### src/rtl/i2s_tx_seq_pkg.sv
// i2s_tx_seq_pkg: shared state encoding and default sizes for the I2S transmit sequencer
package i2s_tx_seq_pkg;
  typedef enum logic [1:0] {IDLE, RUN, STOP} state_e;
  localparam int DATA_W_DEF = 24;
  localparam int SLOT_W_DEF = 32;
  localparam int DIV_W_DEF = 8;
  localparam logic [15:0] UNDERFLOW_MAX = 16'hFFFF;
endpackage

### src/rtl/i2s_tx_seq_if.sv
// i2s_tx_seq_if: transmit FIFO read port between the FIFO (slave) and the sequencer (master)
interface i2s_tx_seq_if
  import i2s_tx_seq_pkg::*;
#(
  parameter int DATA_W = DATA_W_DEF
);
  logic fifo_empty;
  logic fifo_rd_en;
  logic [2*DATA_W-1:0] fifo_rdata;
  modport master (input fifo_empty, input fifo_rdata, output fifo_rd_en);
  modport slave (output fifo_empty, output fifo_rdata, input fifo_rd_en);
endinterface

### src/rtl/i2s_sclk_gen.sv
// i2s_sclk_gen: programmable sclk divider with a strobe on the cycle before each falling edge
module i2s_sclk_gen
  import i2s_tx_seq_pkg::*;
#(
  parameter int DIV_W = DIV_W_DEF
) (
  input  logic             aud_mclk,
  input  logic             aud_mrst_n,
  input  logic             en,
  input  logic [DIV_W-1:0] div,
  output logic             sclk,
  output logic             fall_evt
);
  logic [DIV_W-1:0] div_cnt_q, div_cnt_d;
  logic sclk_q, sclk_d, tc;
  always_comb begin
    tc = en && (div_cnt_q == div);
    div_cnt_d = (!en || tc) ? '0 : div_cnt_q + 1'b1;
    sclk_d = en && (sclk_q ^ tc);
    fall_evt = tc && sclk_q;
  end
  always_ff @(posedge aud_mclk or negedge aud_mrst_n)
    if (!aud_mrst_n) begin
      div_cnt_q <= '0;
      sclk_q <= 1'b0;
    end else begin
      div_cnt_q <= div_cnt_d;
      sclk_q <= sclk_d;
    end
  assign sclk = sclk_q;
endmodule

### src/rtl/i2s_tx_seq.sv
// i2s_tx_seq: pops one stereo pair per frame and serialises it as standard I2S with underflow tracking
module i2s_tx_seq
  import i2s_tx_seq_pkg::*;
#(
  parameter int DATA_W = DATA_W_DEF,
  parameter int SLOT_W = SLOT_W_DEF,
  parameter int DIV_W = DIV_W_DEF
) (
  input  logic                aud_mclk,
  input  logic                aud_mrst_n,
  input  logic                cfg_en,
  input  logic [DIV_W-1:0]    cfg_sclk_div,
  input  logic                irq_clr,
  i2s_tx_seq_if.master        fifo,
  output logic                sclk_out,
  output logic                lrclk_out,
  output logic                sdata_0_out,
  output logic                irq,
  output logic [15:0]         underflow_cnt,
  output logic                busy
);
  localparam int BC_W = $clog2(2*SLOT_W);
  localparam logic [BC_W-1:0] LAST = BC_W'(2*SLOT_W-1);
  localparam logic [BC_W-1:0] SLOT_B = BC_W'(SLOT_W);
  localparam int PAD = SLOT_W - DATA_W;
  state_e state_q, state_d;
  logic [DIV_W-1:0] div_q, div_d;
  logic [BC_W-1:0] bit_cnt_q, bit_cnt_d;
  logic [2*SLOT_W-1:0] shift_q, shift_d, frame, src_shift;
  logic [SLOT_W-1:0] l_slot, r_slot;
  logic [15:0] ucnt_q, ucnt_d;
  logic delay_q, delay_d, src_delay, lrclk_q, lrclk_d, sdata_q, sdata_d;
  logic rd_en_q, rd_en_d, load_q, load_d, irq_q, irq_d;
  logic idle, fall_evt, wrap, frame_start, underflow;
  i2s_sclk_gen #(.DIV_W(DIV_W)) u_sclk_gen (
    .aud_mclk(aud_mclk),
    .aud_mrst_n(aud_mrst_n),
    .en(busy),
    .div(div_q),
    .sclk(sclk_out),
    .fall_evt(fall_evt)
  );
  always_comb begin
    idle = (state_q == IDLE);
    l_slot = SLOT_W'(fifo.fifo_rdata[2*DATA_W-1:DATA_W]) << PAD;
    r_slot = SLOT_W'(fifo.fifo_rdata[DATA_W-1:0]) << PAD;
    frame = {l_slot, r_slot};
    // A fresh load pre-shifts the MSB into the delay bit so it leaves one sclk after the LRCLK edge
    src_shift = load_q ? frame << 1 : shift_q;
    src_delay = load_q ? frame[2*SLOT_W-1] : delay_q;
    wrap = fall_evt && (bit_cnt_q == LAST);
    frame_start = wrap && (state_q == RUN || cfg_en);
    underflow = frame_start && fifo.fifo_empty;
    rd_en_d = frame_start && !fifo.fifo_empty;
    load_d = rd_en_q;
    state_d = idle ? (cfg_en ? RUN : IDLE) :
              cfg_en ? RUN :
              (state_q == RUN || !wrap) ? STOP : IDLE;
    div_d = (idle && cfg_en) ? cfg_sclk_div : div_q;
    bit_cnt_d = idle ? LAST : !fall_evt ? bit_cnt_q : wrap ? '0 : bit_cnt_q + 1'b1;
    lrclk_d = idle ? 1'b0 : fall_evt ? (bit_cnt_d >= SLOT_B) : lrclk_q;
    sdata_d = idle ? 1'b0 : fall_evt ? src_delay : sdata_q;
    delay_d = (idle || underflow) ? 1'b0 : fall_evt ? src_shift[2*SLOT_W-1] : src_delay;
    shift_d = (idle || underflow) ? '0 : fall_evt ? src_shift << 1 : src_shift;
    irq_d = underflow || (irq_q && !irq_clr);
    ucnt_d = (underflow && ucnt_q != UNDERFLOW_MAX) ? ucnt_q + 16'd1 : ucnt_q;
  end
  always_ff @(posedge aud_mclk or negedge aud_mrst_n)
    if (!aud_mrst_n) begin
      state_q <= IDLE;
      div_q <= '0;
      bit_cnt_q <= LAST;
      shift_q <= '0;
      delay_q <= 1'b0;
      lrclk_q <= 1'b0;
      sdata_q <= 1'b0;
      rd_en_q <= 1'b0;
      load_q <= 1'b0;
      irq_q <= 1'b0;
      ucnt_q <= '0;
    end else begin
      state_q <= state_d;
      div_q <= div_d;
      bit_cnt_q <= bit_cnt_d;
      shift_q <= shift_d;
      delay_q <= delay_d;
      lrclk_q <= lrclk_d;
      sdata_q <= sdata_d;
      rd_en_q <= rd_en_d;
      load_q <= load_d;
      irq_q <= irq_d;
      ucnt_q <= ucnt_d;
    end
  assign busy = !idle;
  assign fifo.fifo_rd_en = rd_en_q;
  assign lrclk_out = lrclk_q;
  assign sdata_0_out = sdata_q;
  assign irq = irq_q;
  assign underflow_cnt = ucnt_q;
endmodule

### src/flat_wrapper.sv
// flat-port wrapper written by rule: the top's interface ports become plain ports
module i2s_tx_seq_flat import i2s_tx_seq_pkg::*;
#(
  parameter int DATA_W = DATA_W_DEF,
  parameter int SLOT_W = SLOT_W_DEF,
  parameter int DIV_W = DIV_W_DEF
)
  (aud_mclk, aud_mrst_n, cfg_en, cfg_sclk_div, irq_clr, sclk_out, lrclk_out, sdata_0_out, irq, underflow_cnt, busy, fifo_fifo_empty, fifo_fifo_rdata, fifo_fifo_rd_en);
  i2s_tx_seq_if #(.DATA_W(DATA_W)) fifo_i ();
  input  logic aud_mclk;
  input  logic aud_mrst_n;
  input  logic cfg_en;
  input  logic [DIV_W-1:0] cfg_sclk_div;
  input  logic irq_clr;
  output logic sclk_out;
  output logic lrclk_out;
  output logic sdata_0_out;
  output logic irq;
  output logic [15:0] underflow_cnt;
  output logic busy;
  input wire logic [$bits(fifo_i.fifo_empty)-1:0] fifo_fifo_empty;
  input wire logic [$bits(fifo_i.fifo_rdata)-1:0] fifo_fifo_rdata;
  output wire logic [$bits(fifo_i.fifo_rd_en)-1:0] fifo_fifo_rd_en;
  assign fifo_i.fifo_empty = fifo_fifo_empty;
  assign fifo_i.fifo_rdata = fifo_fifo_rdata;
  assign fifo_fifo_rd_en = fifo_i.fifo_rd_en;
  i2s_tx_seq #(.DATA_W(DATA_W), .SLOT_W(SLOT_W), .DIV_W(DIV_W)) u_core (.aud_mclk(aud_mclk), .aud_mrst_n(aud_mrst_n), .cfg_en(cfg_en), .cfg_sclk_div(cfg_sclk_div), .irq_clr(irq_clr), .fifo(fifo_i), .sclk_out(sclk_out), .lrclk_out(lrclk_out), .sdata_0_out(sdata_0_out), .irq(irq), .underflow_cnt(underflow_cnt), .busy(busy));
endmodule
### config.mk
export PLATFORM = sky130hd
export DESIGN_NAME = i2s_tx_seq_flat
export DESIGN_NICKNAME = d
export VERILOG_FILES = /design/src/rtl/i2s_tx_seq_pkg.sv /design/src/rtl/i2s_tx_seq_if.sv /design/src/rtl/i2s_sclk_gen.sv /design/src/rtl/i2s_tx_seq.sv /design/src/flat_wrapper.sv
export SDC_FILE = /design/constraint.sdc
export NUM_CORES = 1
export LEC_CHECK = 0
export CAP_MARGIN = 40
export CORE_MARGIN = 2
export CORE_UTILIZATION = 35
export CTS_CLUSTER_DIAMETER = 200
export DETAILED_ROUTE_END_ITERATION = 8
export PLACE_DENSITY = 0.62
export SYNTH_ARGS = -nofsm -noshare
export SYNTH_HDL_FRONTEND = slang
export SYNTH_SLANG_ARGS = --single-unit
### constraint.sdc
create_clock -name aud_mclk -period 4.66 [get_ports aud_mclk]
set_clock_uncertainty 0.15 [all_clocks]
set_input_delay 1.398 -clock aud_mclk [delete_from_list [all_inputs] [get_ports aud_mclk]]
set_output_delay 1.398 -clock aud_mclk [all_outputs]
set_load 0.01 [all_outputs]
==> results.py <==
metrics = {
    "run": {
        "drv_cap": 0,
    },
    "outcome": {
        "status": "completed",
    },
    "critical_path": {
        "rr_worst_depth": 10,
        "crit_path_end_kind": "primary output",
        "reg2reg_from": "u_core.u_sclk_gen.div_cnt_q[1]",
        "path_class": "flop to primary output",
        "cp-startpoint": "u_core.state_q[1]",
        "startpoint_type": "flop",
        "critPathRequiredTime_ns": 3.11,
        "critical_path.max_fanout": 9,
        "arrival_ns": 2.14,
    },
    "sta": {
        "fin_setup_tns_ns": 0,
        "finalCritPeriodShare_pct": 79.2,
        "finalHoldViolations": 0,
        "max_freq_mhz": 271,
        "relSlewSlack_pct": 46.6,
        "final-setup-viol-count": 0,
        "fin_crit_ns": 3.69,
        "grt_setup_unrepaired": "no",
        "worst_hold_slack_ns": 0.241,
        "finalMaxSlewViolations": 0,
        "tightestPinTransition_ns": 0.801,
    },
    "worst_hold_path": {
        "hold_start": "u_core.fifo.fifo_rd_en",
        "hold_path.class": "flop to flop",
        "hold_depth": 0,
    },
    "clocking": {
        "cts_max_path_buffers": 2,
        "clk_pin_slew_worst_paths_ns": 0.08,
        "cts_tree": "done",
        "insertion_delay_ns": 0.35,
        "holdBufCountCts": 0,
        "clkSinkCount": 111,
        "clock-root-buffer": "clkbuf_16",
        "post_cts_buffers": 0,
        "htreeDepth": 3,
        "cts_made_buffers": 9,
        "post_cts_resized": 0,
    },
    "global_route": {
        "gr-total-overflow": 0,
        "grt_pass1_wl_mm": 19.7,
        "track_usage_pct": 14.7,
        "first_global_vias": 3784,
        "grt_max_degree": 65,
        "grt_antenna_before_repair": 0,
    },
    "placed_design": {
        "io_buffers": 82,
        "gp_congestion": 0.785,
        "hpwl_mm": 7.51,
        "placed_area_um2": 6580,
    },
    "synth": {
        "synth_cells": 424,
        "synth-edff-count": 0,
        "yosys.area.top_type": "dfrtp_1",
        "synthArstFlopShare_pct": 100,
        "ys_ff_latch": 111,
        "syn_area_per_cell_um2": 13.1,
        "synth_top_area_share_pct": 47.4,
        "yosys-top-cells-area": "dfrtp_1, mux4_2, nor2b_1",
        "synth-seq-area-share_pct": 50.3,
        "syn_nets": 489,
        "ys.flop_type": "dfrtp_1",
        "synth.distinct_cells": 44,
        "ys_warn_count": 0,
        "syn-cell-area_um2": 5540,
    },
    "drt": {
        "totalWireLength_mm": 11.7,
        "ant_nets": 0,
        "avgViaCountPerCell": 5.17,
        "wl_met3_um": 707,
        "avgRoutedWirePerCell_um": 16.5,
        "vias": 3674,
        "drc": 0,
        "dr_wl_met2_mm": 5.03,
        "top_layer_used": "met4",
        "first_iter_violations": 182,
        "dr.pass1.iters": 4,
        "wl_met1_mm": 5.93,
    },
    "finish": {
        "syn2layout_area_growth_pct": 25.1,
        "nets": 560,
        "stdcell_area_um2": 6930,
        "fin_util_pct": 45.2,
        "drive_gt1_share_pct": 17.8,
        "n_antenna_cell": 0,
    },
    "floorplanning": {
        "die_x_um": 130,
        "initial_utilization_pct": 36.2,
        "rows": 45,
        "coreArea_um2": 15300,
        "die_h_um": 130,
        "dieArea_um2": 16800,
        "pin_count": 83,
    },
    "power": {
        "powerDensity_nw_per_um2": 301,
        "p_total_mw": 2.09,
        "max-vdd-ir-drop_mv": 0.231,
        "leakagePower_nw": 2.94,
    },
}
[cell type report]
type                    count  area [µm²]
clock buffers              10         239
clock inverters             6         115
fillers                  1391        8390
inverters                   4        15.0
multi-input cells         283        2630
flip-flops and latches    111        2790
well taps                 211         264
repair buffers             86         881
[sequential cells by signal (all words and copies together) (netlist names)]
name                         cells
u_core.lrclk_out                 1
u_core.fifo.fifo_rd_en           1
u_core.delay_q                   1
u_core.u_sclk_gen.sclk           1
u_core.shift_q                  64
u_core.bit_cnt_q                 6
u_core.state_q                   2
u_core.div_q                     8
u_core.sdata_0_out               1
u_core.u_sclk_gen.div_cnt_q      8
u_core.load_q                    1
u_core.underflow_cnt            16
u_core.irq                       1
[worst max-delay path, cell delays in order (launching register included)]
cell and delay, ns:
dfrtp_1 0.44, nor2_1 0.49, inv_1 0.31, clkdlybuf4s50_1 0.56
[metrics by stage]
step	setup WS [ns]	cells
finish	0.971	711
CTS	0.897	711
detailed placement	1.25	695
floorplan	2.10	424
global route	0.801	711
global placement	1.27	694
[cell families (layout without fill, tap and decap cells)]
family	count (synthesis)	after routing	share of synthesized area (%)
adders and majority gates	4	4	0.904
buffers and inverters	30	106	2.67
DFF	111	111	50.3
xor gates and xnor gates	30	30	4.74
muxes	69	69	21.3
AOI/OAI and AO/OA	38	38	4.99
and+or+nand+nor	142	142	15.1
[path summary, 6_finish.rpt]
| check | to | slack, ns |
|---|---|---|
| min in group asynchronous | u_core.shift_q[53] | 0.96 |
| worst min-delay path | u_core.load_q | 0.24 |
| worst max register to register | u_core.lrclk_out | 1.45 |
| max in group asynchronous | u_core.shift_q[39] | 2.64 |
| worst min register to register | u_core.load_q | 0.24 |
| worst max-delay path | busy | 0.97 |
[metal layers]
layer | vias to the layer above | track usage (%)
met5 | - | 0
li1 | 1700 | -
met1 | 1868 | 22.4
met4 | 0 | 2.47
met3 | 5 | 4.39
met2 | 101 | 21.0
[Yosys cell counts, drive strengths merged, types with 8 or more instances]
library cell / count
nor3: 20
nor2b: 44
nor2: 25
buf: 23
a211oi: 17
nor4: 10
mux4: 38
nand3: 15
mux2: 10
mux2i: 21
dfrtp: 105
and3: 8
xor2: 27
[where the power goes]
group          switching, mW  internal [mW]
clock network          0.357          0.543
registers             0.0305          0.989
logic                 0.0791         0.0869
total                  0.466           1.62
[cell usage in the layout, fill, tap and decap left out, types with 15 or more instances in the layout]
| cell type | Yosys | routed |
|---|---|---|
| a211oi_1 | 17 | 17 |
| clkdlybuf4s50_1 | 0 | 81 |
| dfrtp_1 | 105 | 104 |
| mux2i_1 | 21 | 21 |
| mux4_2 | 38 | 38 |
| nand3_1 | 15 | 15 |
| nor2_1 | 24 | 24 |
| nor2b_1 | 44 | 44 |
| nor3_1 | 20 | 20 |
| xor2_1 | 27 | 27 |
(Power assumes the default switching activity.)
